### src/rtl/regfile_scoreboard.sv
// regfile_scoreboard
//   Tracks in-flight writes to the register file and stalls issue on RAW/WAW
//   hazards. Each register has a small pending-write counter incremented on an
//   accepted writing issue and decremented at writeback. A drain handshake lets
//   control quiesce the pipeline.
// Ports
//   clk, rst                     clock (rising edge), async active-low reset
//   issue_valid/rs1/rs2/rs3/use  decoded instruction, sources and use mask {rs3,rs2,rs1}
//   issue_rd/issue_wr            destination index and write flag
//   issue_ready                  instruction accepted this cycle when issue_valid=1
//   wb_valid/wb_rd               regfile writeback this cycle
//   flush                        cancels all pending writes
//   drain_req/drain_done         level request to quiesce / one-cycle completion pulse
//   busy_mask                    bit r set while register r has a pending write
//   inflight                     total outstanding writes
//   stall_cnt                    saturating count of stalled issue cycles
//   err_underflow                sticky: writeback to a register with nothing pending
module regfile_scoreboard #(
  parameter int unsigned NREGS   = 16,
  parameter int unsigned AW      = 4,
  parameter int unsigned MAXPEND = 3
) (
  input  logic             clk,
  input  logic             rst,
  input  logic             issue_valid,
  input  logic [AW-1:0]    issue_rs1,
  input  logic [AW-1:0]    issue_rs2,
  input  logic [AW-1:0]    issue_rs3,
  input  logic [2:0]       issue_use,
  input  logic [AW-1:0]    issue_rd,
  input  logic             issue_wr,
  output logic             issue_ready,
  input  logic             wb_valid,
  input  logic [AW-1:0]    wb_rd,
  input  logic             flush,
  input  logic             drain_req,
  output logic             drain_done,
  output logic [NREGS-1:0] busy_mask,
  output logic [5:0]       inflight,
  output logic [15:0]      stall_cnt,
  output logic             err_underflow
);

  localparam int unsigned CW = $clog2(MAXPEND + 1);

  localparam logic [1:0] StIdle  = 2'd0;
  localparam logic [1:0] StBusy  = 2'd1;
  localparam logic [1:0] StDrain = 2'd2;

  logic [CW-1:0]    pend_q [NREGS];
  logic [CW-1:0]    pend_d [NREGS];
  logic [5:0]       inflight_q, inflight_d;
  logic [15:0]      stall_q, stall_d;
  logic             err_q, err_d;
  logic [1:0]       state_q, state_d;
  logic             done_q, done_d;
  // Set once drain_done has fired for the current drain_req level; prevents a
  // second pulse until the request drops and rises again.
  logic             held_q, held_d;

  logic             hazard, accept, inc_any, dec_any, wb_zero;
  logic [NREGS-1:0] inc_vec, dec_vec;

  // Hazards look only at registered pend: a same-cycle writeback does not bypass.
  always_comb begin
    hazard = (issue_use[0] & (pend_q[issue_rs1] != '0))
           | (issue_use[1] & (pend_q[issue_rs2] != '0))
           | (issue_use[2] & (pend_q[issue_rs3] != '0))
           | (issue_wr & (pend_q[issue_rd] == CW'(MAXPEND)));
    issue_ready = !hazard && !flush && (state_q != StDrain) && !(held_q && drain_req);
    accept      = issue_valid & issue_ready;
    inc_any     = accept & issue_wr;
    wb_zero     = (pend_q[wb_rd] == '0);
    dec_any     = wb_valid & !flush & !wb_zero;
  end

  always_comb begin
    inc_vec = '0;
    dec_vec = '0;
    for (int r = 0; r < NREGS; r++) begin
      inc_vec[r] = inc_any & (issue_rd == AW'(r));
      dec_vec[r] = dec_any & (wb_rd == AW'(r));
      pend_d[r]  = pend_q[r];
      if (flush) begin
        pend_d[r] = '0;
      end else if (inc_vec[r] && !dec_vec[r]) begin
        pend_d[r] = pend_q[r] + CW'(1);
      end else if (dec_vec[r] && !inc_vec[r]) begin
        pend_d[r] = pend_q[r] - CW'(1);
      end
      busy_mask[r] = (pend_q[r] != '0);
    end
  end

  always_comb begin
    inflight_d = flush ? '0 : inflight_q + 6'(inc_any) - 6'(dec_any);
    err_d      = err_q | (wb_valid & !flush & wb_zero);
    stall_d    = stall_q;
    if (issue_valid && !issue_ready && (stall_q != 16'hFFFF)) begin
      stall_d = stall_q + 16'd1;
    end
  end

  always_comb begin
    state_d = state_q;
    done_d  = 1'b0;
    held_d  = held_q & drain_req;
    case (state_q)
      StDrain: begin
        if (((inflight_q == '0) || flush) && !held_q) begin
          done_d  = 1'b1;
          held_d  = 1'b1;
          state_d = StIdle;
        end else if (held_q && !drain_req) begin
          state_d = (inflight_d == '0) ? StIdle : StBusy;
        end
      end
      default: begin
        if (drain_req) begin
          state_d = StDrain;
        end else begin
          state_d = (inflight_d == '0) ? StIdle : StBusy;
        end
      end
    endcase
  end

  always_ff @(posedge clk or negedge rst) begin
    if (!rst) begin
      for (int r = 0; r < NREGS; r++) pend_q[r] <= '0;
      inflight_q <= '0;
      stall_q    <= '0;
      err_q      <= 1'b0;
      state_q    <= StIdle;
      done_q     <= 1'b0;
      held_q     <= 1'b0;
    end else begin
      for (int r = 0; r < NREGS; r++) pend_q[r] <= pend_d[r];
      inflight_q <= inflight_d;
      stall_q    <= stall_d;
      err_q      <= err_d;
      state_q    <= state_d;
      done_q     <= done_d;
      held_q     <= held_d;
    end
  end

  assign drain_done    = done_q;
  assign inflight      = inflight_q;
  assign stall_cnt     = stall_q;
  assign err_underflow = err_q;

endmodule
### config.mk
export PLATFORM = sky130hd
export DESIGN_NAME = regfile_scoreboard
export DESIGN_NICKNAME = d
export VERILOG_FILES = /design/src/rtl/regfile_scoreboard.sv
export SDC_FILE = /design/constraint.sdc
export NUM_CORES = 1
export LEC_CHECK = 0
export BUFFER_PORTS_ARGS = -buffer_cell sky130_fd_sc_hd__buf_2
export CORE_ASPECT_RATIO = 1.75
export CORE_MARGIN = 4
export CORE_UTILIZATION = 45
export CTS_CLUSTER_DIAMETER = 120
export DETAILED_ROUTE_END_ITERATION = 8
export GPL_TIMING_DRIVEN = 0
export PLACE_DENSITY = 0.66
export SYNTH_ARGS = -nofsm -noshare
export SYNTH_HDL_FRONTEND = slang
export SYNTH_SLANG_ARGS = --single-unit
### constraint.sdc
create_clock -name clk -period 4.39 [get_ports clk]
set_input_delay 0.439 -clock clk [delete_from_list [all_inputs] [get_ports clk]]
set_output_delay 0.439 -clock clk [all_outputs]
set_load 0.02 [all_outputs]
== Word-level counts from Yosys, hierarchy flattened ==
Index checks and enable logic that the tools add are counted.
Widths: inputs -> output; s select.

* Register bits: 59
* Input port bits: 30
* Output and inout port bits: 41
* Word-level logic and storage cells: 341

* $add $sub $neg: 35
* Magnitude comparators: 5
* Eq/ne operators: 35
* Multiplexer cells: 73
* Bitwise logic cells: 51
* Reductions and logical operators: 120

{| class="wikitable"
|+ Operators by type and width
! cell !! count
|-
| $mux 2 || 62
|-
| $eq 4x4->1 const B || 16
|-
| $reduce_bool 3->1 || 16
|-
| $and 1x1->1 || 42
|-
| $bmux 2 s4 || 5
|-
| $logic_and 1x1->1 || 40
|-
| $logic_not 1->1 || 39
|-
| $reduce_bool 2->1 || 19
|-
| $add 2x1->2 const B || 16
|-
| $eq 4x3->1 const B || 8
|-
| $sub 2x1->2 const B || 16
|-
| $ge 5x5->1 const B || 5
|-
| $not 4->5 || 5
|-
| $add 16x1->16 const B || 1
|-
| $eq 4x2->1 const B || 4
|-
| $ne 16x16->1 const B || 1
|-
| $logic_not 6->1 || 2
|-
| $eq 4x1->1 const B || 2
|-
| $logic_not 4->1 || 2
|-
| $add 6x1->6 || 1
|-
| $mux 6 || 1
|-
| $sub 6x1->6 || 1
|-
| $mux 1 || 5
|-
| $eq 2x2->1 const B || 2
|-
| 5 further kinds || 8
|}

== Logic depth before layout (Yosys ltp) ==
Gate-level depths: netlist of run 1.

* Depth after elaboration: 23
* Gate-level depth with buffers: 20
* Mapped depth without buffers: 19

== Worst setup path before layout of run 1 ==
Ideal clock, no wire load.

* Path type: flip-flop to flip-flop
* From: register pend_q[24] (netlist name)
* To: register state_q[0]
* Arrival: 4.237 ns
* Slack: 0.029 ns
* Cell stages (with the launch flop): 20
* Buffers on the path: 0
* Clock period less this slack: 4.361 ns
* Cell sequence: dfrtp_1 nor2_1 inv_1 mux4_4 o21ai_0 a311oi_1 nand3b_1 nor2_1 nand2_1 ha_1 inv_1 ha_1 fa_1 a21oi_1 nor2_1 nor2_1 xor2_1 nor2_1 or4_1 o31a_1

* Longest elaborated chain between the ends: 22
* Elaborated cells on any way between the ends: 44

{| class="wikitable"
|+ RTL lines
! what !! line !! RTL
|-
| start, declared || 50 || <nowiki>logic [CW-1:0] pend_q [NREGS];</nowiki>
|-
| $bmux 2 s4 (on tied branches) || 66, 67 ||
|-
| $mux 2 (on tied branches) (2 in a row) || 66, 67 ||
|-
| $reduce_bool 2->1 (on tied branches) || 66, 67 ||
|-
| $and 1x1->1 (on tied branches) || 66, 67 ||
|-
| $or 1x1->1 || 67 || <nowiki>| (issue_use[1] & (pend_q[issue_rs2] != '0))</nowiki>
|-
| $or 1x1->1 || 68 || <nowiki>| (issue_use[2] & (pend_q[issue_rs3] != '0))</nowiki>
|-
| $or 1x1->1 (*) || 69 || <nowiki>| (issue_wr & (pend_q[issue_rd] == CW'(MAXPEND)));</nowiki>
|-
| $logic_not 1->1 (*) || 70 || <nowiki>issue_ready = !hazard && !flush && (state_q != StDrain) && !(held_q && drain_req);</nowiki>
|-
| [... 3 more ...] || n/a ||
|-
| net issue_ready || 32 || <nowiki>output logic issue_ready,</nowiki>
|-
| [... 3 more ...] || n/a ||
|-
| $sub 6x1->6 (*) || 96 || <nowiki>inflight_d = flush ? '0 : inflight_q + 6'(inc_any) - 6'(dec_any);</nowiki>
|-
| $mux 6 (*) || 96 ||
|-
| net inflight_d[4] || 52 || <nowiki>logic [5:0] inflight_q, inflight_d;</nowiki>
|-
| $logic_not 6->1 (*) || 115, 122 ||
|-
| $mux 1 (*) || 115, 122 ||
|-
| $mux 2 || 114 || <nowiki>end else if (held_q && !drain_req) begin</nowiki>
|-
| $mux 2 || 110 || <nowiki>if (((inflight_q == '0) || flush) && !held_q) begin</nowiki>
|-
| $mux 2 (*) || 108 || <nowiki>case (state_q)</nowiki>
|-
| end signal, assigned || 134 || <nowiki>state_q <= StIdle;</nowiki>
|-
| end signal, assigned || 142 || <nowiki>state_q <= state_d;</nowiki>
|-
| end, declared || 55 || <nowiki>logic [1:0] state_q, state_d;</nowiki>
|}

Mark *: on every way through the listed nets, which the timed path passes. The rest lies on a longest branch. The select of a mux whose other input is x is not followed.
A chain may end at the register's enable or synchronous reset.

== Final worst setup path of run 1 ==
* From: register pend_q[2] (netlist name)
* To: register state_q[0]

* Longest elaborated chain between the ends: 22
* Elaborated cells on any way between the ends: 44

{| class="wikitable"
|+ RTL lines
! what !! line
|-
| $bmux 2 s4 (on tied branches) || 66, 67
|-
| $mux 2 (on tied branches) (2 in a row) || 66, 67
|-
| $reduce_bool 2->1 (on tied branches) || 66, 67
|-
| $and 1x1->1 (on tied branches) || 66, 67
|-
| $or 1x1->1 || 67
|-
| $or 1x1->1 || 68
|-
| $or 1x1->1 || 69
|-
| $logic_not 1->1 || 70
|-
| [... 6 more ...] || n/a
|-
| $sub 6x1->6 (*) || 96
|-
| $mux 6 (*) || 96
|-
| net inflight_d[4] || 52
|-
| $logic_not 6->1 (*) || 115, 122
|-
| $mux 1 (*) || 115, 122
|-
| $mux 2 || 114
|-
| $mux 2 || 110
|-
| $mux 2 (*) || 108
|}

Marks and branches as above.

==> qor.txt, run 1 <==
Final Max Tran Viols = 0
Clk slew on worst S/H paths = 60 ps
Hold_buf cts = 0
Ys flop type = dfrtp_1
Finish-stage setup viols = 0
Combinational power share = 23.1%
Peak Freq = 236 MHz
PD cells = 332 nW/um2
Worst R2R Path Depth = 18
Critical Path Most Common Cell = nor2_1
Post-synth EDFFs = 0
Mapped Nets = 525
Critical path capture point type = flip-flop
Sw power = 553 uW
CTS tree = done
Outcome = finished, final reports clean
Initial antenna violation count = 0
Number of port buffers = 66
Seq/Total Area, Yosys = 32.0%
Largest net degree at the start of global routing = 40
GRT Residual Overflow = 0
Die W = 84.5 um
Crit path required time = 4600 ps
Library cells used by synthesis = 77
Critical path launch point = pend_q[2]
Critical path fanouts, max = 8
H-tree levels = 3
Ports = 71
Relative slew slack = 54.7%
Initial cell density of the core = 46.3%
Routed length per instance = 19.2 um
N_diodes = 0
Dpl hpwl = 10400 um
Max incr delay on CP = 480 ps
Setup CP Type = flip-flop to flip-flop
Clk root buf = clkbuf_16
Area Growth Syn to Fin = 20.8%
Gr usage total = 22.5%
Maxcap violations = 0
Worst R2R Start = pend_q[2]
CTS Sinks = 59
Non-Filler Instances = 701
Post-DRT Antenna Nets = 0
Worst clock skew = 4.68 ps
Internal = 1300 uW
Mapped Area = 4610 um2
Worst-case clock buffer depth = 2
Inst Count DP = 677
R2R Setup Slk = 160 ps
Layout Cell Area excl Fill = 5570 um2
Slowest-stage cell, CP = dfrtp_1
Via Count = 4151
Num rows = 48
Net Sw Frac = 29.9%
RSZ-0062 raised after global routing = true
DR pass1 iterations = 9
VDD IR-drop max = 0.277 mV
WL final = 13500 um
LEAKAGE = 0.00253 uW
Core area = 9970 um2
Startpoint types = flip-flop
Total CTS buffers = 9
Yosys warns = 0
Placed instance area = 5120 um2
Minimum clock period = 4230 ps
Die ar. = 12000 um2
Final hold vios = 0
Synth Register Bits = 59
FFs w/ async S/R, synth = 100%
Clock share of power = 42.3%
Fillers = 937
DRC = 0
First-iteration detailed-routing DRC count = 240
Reg-to-reg endpoint = state_q[0]
CP arrival = 4450 ps
Vias per inst = 5.92
Worst hold path class = input pin to async pin
Share of cells above drive strength 1 = 30.7%
Setup crit end = state_q[0]
Synth Instances = 485
Worst Tran Pin Value = 679 ps
Vias in the first global route = 4135
First-pass GRT wire length = 21000 um
Fin crit share = 96.4%
Die Height = 142 um
Power share of the sequential group = 34.6%
Syn Area/Cell = 9.51 um2
Fin nets = 611
Crit-path cells = nor2_1, mux4_2, mux2i_1, a311oi_1, nand2_1, nor2_2, nand2_1, ha_1, inv_1, ha_2, fa_2, a21oi_2, nor2_1, nor2_1, xor2_1, nor2_1, or4_1, o31a_1
Gpl congestion = 0.960
Worst skew pair latency = 330 ps
-- timing repair --
item	in CTS	in global routing
pin swaps	6	4
gates resized for setup	15	4
setup endpoints to repair	1	1
setup buffers	6	2
-- per-stage QoR --
step                worst slack, ps  total power, uW  hold WS, ps  utilization [%]  TNS, ps
floorplan                      28.8              913          143                -        0
global placement               -249             1040          440             51.2     -249
detailed placement             -293             1050          442             51.4     -293
CTS                            91.0             1860          105             55.6        0
global route                  -9.00             1930          134             55.9    -9.00
finish                          158             1850         99.0             55.9        0
-- worst max-delay path, delay by kind of cell (launching register included) --
family                   cells  cell delay, ps
AND/OR/NAND/NOR              8            1480
multiplexers                 2             380
buffers and inverters        1              40
XOR/XNOR                     1             150
flip-flops                   1             480
AO/OA/AOI/OAI                3             770
adder cells (fa/ha/maj)      3             800
-- worst min-delay path by stage --
stage,endpoint,depth (start not counted)
2_1_floorplan,drain_done,0
3_3_place_gp,err_underflow,1
3_5_place_dp,err_underflow,1
6_report,pend_q[29],1
4_1_cts,pend_q[29],1
5_1_grt,pend_q[29],1
-- sequential cells by signal, indices dropped and copies added, names as in the netlist --
name           flops
stall_cnt         16
held_q             1
drain_done         1
err_underflow      1
pend_q            32
inflight           6
state_q            2
-- metal layers --
metal / global-route usage, % / routed length, um / up-vias
li1: - / - / 1919
met1: 24.1 / 4880 / 2000
met2: 39.9 / 6960 / 187
met3: 4.06 / 801 / 45
met4: 15.2 / 859 / 0
met5: 0 / 0 / -
-- cell families (layout without fill, tap and decap cells) --
family | count (synthesis) | after routing | synth area share, %
buffers and inverters | 56 | 147 | 6.43
multiplexers | 28 | 28 | 11.1
adder cells (fa/ha/maj) | 10 | 10 | 2.88
flip-flops | 59 | 59 | 32.0
XOR/XNOR | 40 | 40 | 7.59
AND/OR/NAND/NOR | 222 | 222 | 29.1
AO/OA/AOI/OAI | 70 | 70 | 10.9
-- cell usage in the layout, fill, tap and decap left out, types with 8 or more instances in the layout --
cell type	Yosys	final
a21oi_1	15	14
and3_1	10	10
buf_2	6	72
buf_4	1	9
clkbuf_1	10	11
clkbuf_16	0	9
dfrtp_1	59	57
ha_1	9	8
inv_1	27	27
mux4_2	13	13
nand2_1	33	33
nand2b_1	9	9
nand3_1	20	20
nand3b_1	10	10
nand4_1	8	8
nor2_1	50	44
nor2_4	2	8
nor3_1	8	8
o21ai_0	11	10
or2_2	9	9
or3_1	9	9
xnor2_1	32	32
xor2_1	8	8
-- cells in the mapped netlist, types with 7 or more instances --
cell type / instances / share of area, %
or3_1: 9 / 1.2
ha_1: 9 / 2.4
xnor2_1: 32 / 6.1
a21oi_1: 15 / 1.6
inv_1: 27 / 2.2
nor4_1: 7 / 0.95
mux4_2: 13 / 6.3
nand2_1: 33 / 2.7
o21ai_0: 11 / 1.2
nor2_1: 50 / 4.1
mux2i_1: 7 / 1.5
clkbuf_1: 10 / 0.81
nor3_1: 8 / 0.87
nand3_1: 20 / 2.2
nand2b_1: 9 / 1.2
nand4_1: 8 / 1.1
nor2b_1: 7 / 0.95
and3_1: 10 / 1.4
nand3b_1: 10 / 1.6
xor2_1: 8 / 1.5
or2_2: 9 / 1.2
dfrtp_1: 59 / 32
-- cell type report --
class                      instances  area [um2]  share of cell area [%]
clock inverter                     4        72.6                    1.30
timing repair buffer              75         410                    7.37
tap                              125         156                    2.81
multi-input combinational        370        2900                    52.1
buffer                            26         184                    3.30
inverter                          30         113                    2.02
clock buffer                      12         256                    4.60
sequential                        59        1480                    26.5
-- power groups by stage --
stage               Combinational (uW)  Sequential, uW  Clock, uW
finish                             428             639        783
global route                       464             647        823
CTS                                427             640        795
detailed placement                 407             647          0
global placement                   400             644          0
floorplan                          224             688          0
Power figures use the tool's default switching activity.
==> run 2: changes to the inputs <==
--- a/config.mk
+++ b/config.mk
@@ -6,7 +6,7 @@
 export NUM_CORES = 1
 export LEC_CHECK = 0
 export BUFFER_PORTS_ARGS = -buffer_cell sky130_fd_sc_hd__buf_2
-export CORE_ASPECT_RATIO = 1.75
+export CORE_ASPECT_RATIO = 1.1
 export CORE_MARGIN = 4
 export CORE_UTILIZATION = 45
 export CTS_CLUSTER_DIAMETER = 120
==> run 2 against run 1 <==
Net effect: highest routed layer unchanged; power down 16%; combinational power down 4%; critical path depth up 2; critical endpoint unchanged; non-clock buffer count down 4; clock skew up 4.1 ps.
==> qor.txt, run 2 (same netlist as run 1, synthesis figures left out) <==
Outcome = finished, final reports clean
Fin util = 54.4% (-1.5 points)
Dpl hpwl = 9620 um (-7.6%)
CP arrival = 4500 ps (+50 ps)
GRT Residual Overflow = 0 (unchanged)
First-pass GRT wire length = 20400 um (-2.9%)
Initial cell density of the core = 46.4% (+0.15 points)
RSZ-0062 raised after global routing = true
Crit path required time = 4620 ps (+20 ps)
Clk root buf = clkbuf_8
Most frequent cells in the layout = buf_2 (71), dfrtp_1 (57), nor2_1 (42)
PD cells = 287 nW/um2 (-14%)
Gpl congestion = 0.936 (-2.5%)
Share of cells above drive strength 1 = 30.9% (+0.21 points)
Internal = 1040 uW (-20%)
Clock share of power = 32.3% (-10 points)
Initial antenna violation count = 0 (unchanged)
Routed length per instance = 18.2 um (-5.2%)
Vias in the first global route = 3942 (-4.7%)
CTS tree = done
Die ar. = 11900 um2 (-0.52%)
Maxcap violations = 0 (unchanged)
Peak Freq = 234 MHz (-0.91%)
Vias per inst = 5.85 (-1.2%)
Fin crit share = 97.3% (+0.88 points)
Post-DRT Antenna Nets = 0 (unchanged)
Relative slew slack = 49.5% (-5.2 points)
Power share of the sequential group = 41.3% (+6.7 points)
Via Count = 4049 (-2.5%)
Setup TNS Final = 0 ps (unchanged)
H-tree levels = 3 (unchanged)
Critical path capture point type = flip-flop
Die W = 105 um (+24%)
Final Max Tran Viols = 0 (unchanged)
Die Height = 114 um (-20%)
Sequential Area = 1480 um2 (unchanged)
Worst-case clock buffer depth = 2 (unchanged)
VDD IR-drop max = 0.319 mV (+15%)
Total CTS buffers = 9 (unchanged)
Combinational power share = 26.5% (+3.4 points)
Worst Tran Pin Value = 757 ps (+78.2 ps)
Area Growth Syn to Fin = 17.2%
Fin nets = 607 (-0.65%)
Worst skew pair latency = 340 ps (about the same)
Largest net degree at the start of global routing = 60 (+50%)
Num rows = 38 (-21%)
Worst clock skew = 8.76 ps (+4.09 ps)
Ports = 71 (unchanged)
N_diodes = 0 (unchanged)
Sw power = 514 uW (-7.2%)
DR pass1 iterations = 5 (-4)
DRC = 0 (unchanged)
Final hold vios = 0 (unchanged)
Setup CP Type = flip-flop to flip-flop
Startpoint types = flip-flop
Fillers = 910 (-2.9%)
Commonest non-fill, non-tap cell in the layout = buf_2
Number of port buffers = 66 (unchanged)
Largest register by flop count = pend_q
Net Sw Frac = 33.1% (+3.2 points)
Finish-stage setup viols = 0 (unchanged)
Critical path fanouts, max = 8 (unchanged)
Area of the multi-input gates = 2910 um2 (+0.47%)
Minimum clock period = 4270 ps (+38.8 ps)
LEAKAGE = 0.00244 uW (-3.7%)
CTS Sinks = 59 (unchanged)
WL final = 12600 um (-6.5%)
Core area = 9940 um2 (-0.33%)
Gr usage total = 21.6% (-0.98 points)
Clk slew on worst S/H paths = 70 ps (about the same)
Worst hold path class = input pin to async pin
Max FFs per register = 32 (unchanged)
First-iteration detailed-routing DRC count = 223 (-7.1%)
## run 2: cell count changes in the layout (fill, tap and decap cells not counted), moves of 2 or more
cell / before / now
buf_4: 9 / 7
clkbuf_8: 6 / 14
nor2_1: 44 / 42
nor2_2: 3 / 7
clkbuf_16: 9 / 0
nor2_4: 8 / 6
## run 2: final timing paths
path	startpoint	end	slack (ps)	depth (start not counted)
setup / recovery	pend_q[12]	state_q[0]	120	20
hold reg to reg	err_underflow	err_underflow	460	1
setup reg to reg	pend_q[12]	state_q[0]	120	20
min in group clk	drain_req	held_q	340	2
hold / removal	rst	inflight[3]	160	1
max in group asynchronous	rst	pend_q[18]	3670	1
## run 2: critical path, cell delays in order (launching register included)
cell and delay, ps:
dfrtp_1 390, buf_6 140, nor2_4 140, inv_2 50, mux4_2 470, a221oi_2 280
a311oi_2 90, nand3b_1 260, nor2_2 140, nand2_1 80, ha_1 290, inv_2 40
ha_4 160, fa_2 380, a21oi_2 150, nor2_1 50, nor2_1 120, xor2_1 180
nor2_2 60, or4_1 410, o31a_1 250
## run 2: what timing repair did
action | 4_1_cts | 5_1_grt
cloned | 0 | 0
gates resized for setup | 12 | 11
setup buffers | 3 | 2
pin swaps | 4 | 10
endpoints found under the setup margin | 1 | 1
hold buffers | 0 | 0
## run 2: power by group through the flow
stage | Sequential [uW] | Clock [uW] | Combinational [uW]
final | 639 | 500 | 410
after global routing | 646 | 536 | 452
after CTS | 639 | 516 | 406
after detailed placement | 646 | 0 | 399
after global placement | 645 | 0 | 394
after floorplan | 688 | 0 | 224
## run 2: metrics by stage
step	worst slack (ps)	total power [uW]	instances	hold slack, ps	instance area (um2)
floorplan	28.8	913	485	143	4610
global placement	-278	1040	671	453	5090
detailed placement	-271	1040	671	447	5090
CTS	13.5	1560	690	330	5350
global route	-76.8	1630	692	234	5410
finish	120	1550	692	158	5410
## run 2: per-layer routing
layer	part of all wire [%]	GRT usage (%)
met1	42	27.5
met2	47	35.6
met3	7.9	4.85
met4	2.6	8.87
met5	0	0
## run 2: final cells by class
class                   instances  area share, %
repair buffers                 71           6.85
well taps                     120           2.78
plain buffers                  26           3.40
flip-flops and latches         59           27.4
clock buffers                  12           2.69
clock inverters                 4          0.926
inverters                      30           2.08
multi-input cells             370           53.9
==> run 3: changes to the inputs <==
--- a/config.mk
+++ b/config.mk
@@ -5,6 +5,7 @@
 export SDC_FILE = /design/constraint.sdc
 export NUM_CORES = 1
 export LEC_CHECK = 0
+export ABC_AREA = 1
 export BUFFER_PORTS_ARGS = -buffer_cell sky130_fd_sc_hd__buf_2
 export CORE_ASPECT_RATIO = 1.1
 export CORE_MARGIN = 4
@@ -12,7 +13,7 @@
 export CTS_CLUSTER_DIAMETER = 120
 export DETAILED_ROUTE_END_ITERATION = 8
 export GPL_TIMING_DRIVEN = 0
-export PLACE_DENSITY = 0.66
+export PLACE_DENSITY = 0.65
 export SYNTH_ARGS = -nofsm -noshare
 export SYNTH_HDL_FRONTEND = slang
 export SYNTH_SLANG_ARGS = --single-unit
==> run 3 against run 2 <==
Net effect: clock skew barely moved; synthesized cell count grew 71%; hold slack gained 21 ps; cell count rose by 53%; critical endpoint unchanged; first-iteration DRC count rose by 97%; sequential power increased by 26%; sequential share of layout area down 1.9 points; largest power group is now combinational cells; global-route usage is 4.2 points higher; non-clock buffer count down 9.
==> qor.txt, run 3 <==
Synth Area in Adders = 2.65% (-0.22 points)
WL final = 16100 um (+28%)
CP arrival = 4210 ps (-290 ps)
Synth Area in Simple Gates = 48.2% (+19 points)
Clk root buf = clkbuf_16
Max FFs per register = 32 (unchanged)
Clk slew on worst S/H paths = 50 ps (-20 ps)
Number of port buffers = 68 (+3.0%)
Ys flop type = dfrtp_1
Post-CTS Setup Inserts = 0 (-3)
Num rows = 40 (+5.3%)
Critical path capture point type = flip-flop
Library cells used by synthesis = 34 (-56%)
Synth Instances = 829 (+71%)
Worst clock skew = 8.50 ps (-0.268 ps)
Synth Register Bits = 59 (unchanged)
Non-Filler Instances = 1060 (+53%)
DRC = 0 (unchanged)
CTS Sinks = 59 (unchanged)
Initial antenna violation count = 0 (unchanged)
Mapped Area = 5000 um2 (+8.4%)
Most frequent cells in the layout = nand2_1 (316), inv_1 (113), nor2_1 (98)
Minimum clock period = 3990 ps (-277 ps)
Maxcap violations = 0 (unchanged)
Via Count = 5561 (+37%)
Ports = 71 (unchanged)
Synth top area cells = dfrtp_1 (30%), nand2_1 (24%), inv_1 (8.5%)
Vias in the first global route = 5310 (+35%)
Placed instance area = 5530 um2 (+8.5%)
Die Height = 119 um (+3.8%)
First-iteration detailed-routing DRC count = 440 (+97%)
N_diodes = 0 (unchanged)
RSZ-0062 raised after global routing = false
Relative slew slack = 48.8% (-0.69 points)
LEAKAGE = 0.00324 uW (+33%)
Inst Count DP = 1044 (+56%)
Post-synthesis xor/xnor area fraction = 2.63% (-5.0 points)
Largest register by flop count = pend_q
FFs w/ async S/R, synth = 100% (unchanged)
Gpl congestion = 1.02 (+9.2%)
Mux cell area share after synthesis = 0% (-11 points)
Critical path fanouts, max = 10 (+2)
Yosys warns = 0 (unchanged)
Setup WS pre-CTS = 457 ps (+727 ps)
Largest net degree at the start of global routing = 60 (unchanged)
H-tree levels = 3 (unchanged)
Peak Freq = 250 MHz (+6.9%)
Layout Cell Area excl Fill = 5800 um2 (+7.3%)
Largest family of logic cells by synthesized area = simple AND/OR/NAND/NOR gates
Syn Area/Cell = 6.03 um2 (-37%)
Dpl hpwl = 12300 um (+28%)
Area share of the largest cell type after synthesis = 29.5% (-2.5 points)
PD cells = 430 nW/um2 (+50%)
Commonest non-fill, non-tap cell in the layout = nand2_1
Gr usage total = 25.7% (+4.2 points)
First-pass GRT wire length = 26100 um (+28%)
Fin crit share = 91.0% (-6.3 points)
Fillers = 1160 (+27%)
Cell with the most instances after synthesis = nand2_1
Die ar. = 12900 um2 (+7.8%)
Worst hold path class = input pin to async pin
Fin nets = 948 (+56%)
Mapped Nets = 869 (+66%)
Hold_buf cts = 0 (unchanged)
Vias per inst = 5.25 (-10%)
Finish-stage setup viols = 0 (unchanged)
Crit path required time = 4600 ps (-20 ps)
Setup TNS Final = 0 ps (unchanged)
Worst-case clock buffer depth = 2 (unchanged)
Setup CP Type = flip-flop to flip-flop
Outcome = finished, final reports clean
Final hold vios = 0 (unchanged)
Final Max Tran Viols = 0 (unchanged)
Worst Tran Pin Value = 767 ps (+10.3 ps)
Core area = 10900 um2 (+9.8%)
GRT Residual Overflow = 0 (unchanged)
Post-DRT Antenna Nets = 0 (unchanged)
Post-synth top cells = nand2_1 (316), inv_1 (113), nor2_1 (98)
Startpoint types = flip-flop
Total power = 2490 uW (+61%)
Die W = 109 um (+3.8%)
Count of cells resized by post-cts repair = 0 (-12)
DR pass1 iterations = 5 (unchanged)
Largest area contributor in the netlist = dfrtp_1
Post-synth EDFFs = 0 (unchanged)
VDD IR-drop max = 0.242 mV (-24%)
Share of cells above drive strength 1 = 12.8% (-18 points)
Seq/Total Area, Yosys = 29.5% (-2.5 points)
Area Growth Syn to Fin = 15.9%
Total CTS buffers = 9 (unchanged)
Worst skew pair latency = 340 ps (about the same)
Initial cell density of the core = 45.8% (-0.58 points)
Routed length per instance = 15.2 um (-17%)
Fin worst setup slack = 396 ps (+277 ps)
CTS tree = done
Post-synthesis compound-gate area fraction = 5.43% (-5.4 points)
-- run 3: cell types whose count changed in the layout (fill, tap and decap cells not counted), moves of 12 or more --
cell,change
nand2_1,+283
o21ai_0,+12
mux4_2,-13
nand3_1,+57
clkbuf_8,-14
nand4_1,+29
xnor2_1,-29
nor2_1,+56
inv_1,+87
-- run 3: final timing paths --
kind                                from  cells past startpoint             to  slack (ps)
max                            pend_q[4]                     21     state_q[0]         400
max in group asynchronous            rst                      1     pend_q[21]        3710
min reg2reg                err_underflow                      1  err_underflow         490
min                                  rst                      1    inflight[1]         180
max reg2reg                    pend_q[4]                     21     state_q[0]         400
min in group clk               drain_req                      3         held_q         350
-- run 3: logic make-up after synthesis --
kind of cell	Yosys count
and+or+nand+nor	557
buffers and inverters	138
DFF	59
AOI/OAI and AO/OA	50
xor gates and xnor gates	15
adders and majority gates	10
-- run 3: per-stage QoR --
step / util [%] / hold WS (ps)
after global routing: 53.2 / 245
final: 53.2 / 179
after detailed placement: 50.7 / 476
after floorplan: - / 143
after global placement: 50.7 / 468
after CTS: 53.1 / 348
-- run 3: final cells by class --
cell class | instances | area, um2 | share of cell area, %
multi-input combinational | 632 | 2950 | 50.8
sequential | 59 | 1480 | 25.5
inverter | 118 | 443 | 7.64
timing repair buffer | 68 | 343 | 5.91
clock buffer | 9 | 225 | 3.88
tap | 147 | 184 | 3.17
buffer | 20 | 138 | 2.37
clock inverter | 7 | 45.0 | 0.777
-- run 3: critical path, stage by stage (launching register included) --
cell and delay [ps]:
dfrtp_1 430, nor2_2 400, nand2_1 100, o21ai_0 100
nand2_1 70, nand3_1 80, nand3_1 60, nand3_1 90
nand2_2 100, nor3_2 220, buf_6 200, buf_12 170
inv_1 50, ha_1 260, inv_1 40, ha_1 200
fa_1 440, inv_1 60, nor2_1 50, or4_1 530
nor3_1 150, nor2_1 50
-- run 3: report_power, final --
group          internal, uW  switching (uW)  total (uW)
combinational           346             695        1040
sequential              675             128         803
clock                   378             272         649
total                  1400            1090        2490
-- run 3: routing by layer --
metal,vias up,wire length (um),GRT usage (%)
met2,191,7450,41.7
met5,-,0,0
li1,2781,-,-
met1,2549,6980,32.6
met3,40,941,4.64
met4,0,754,12.5
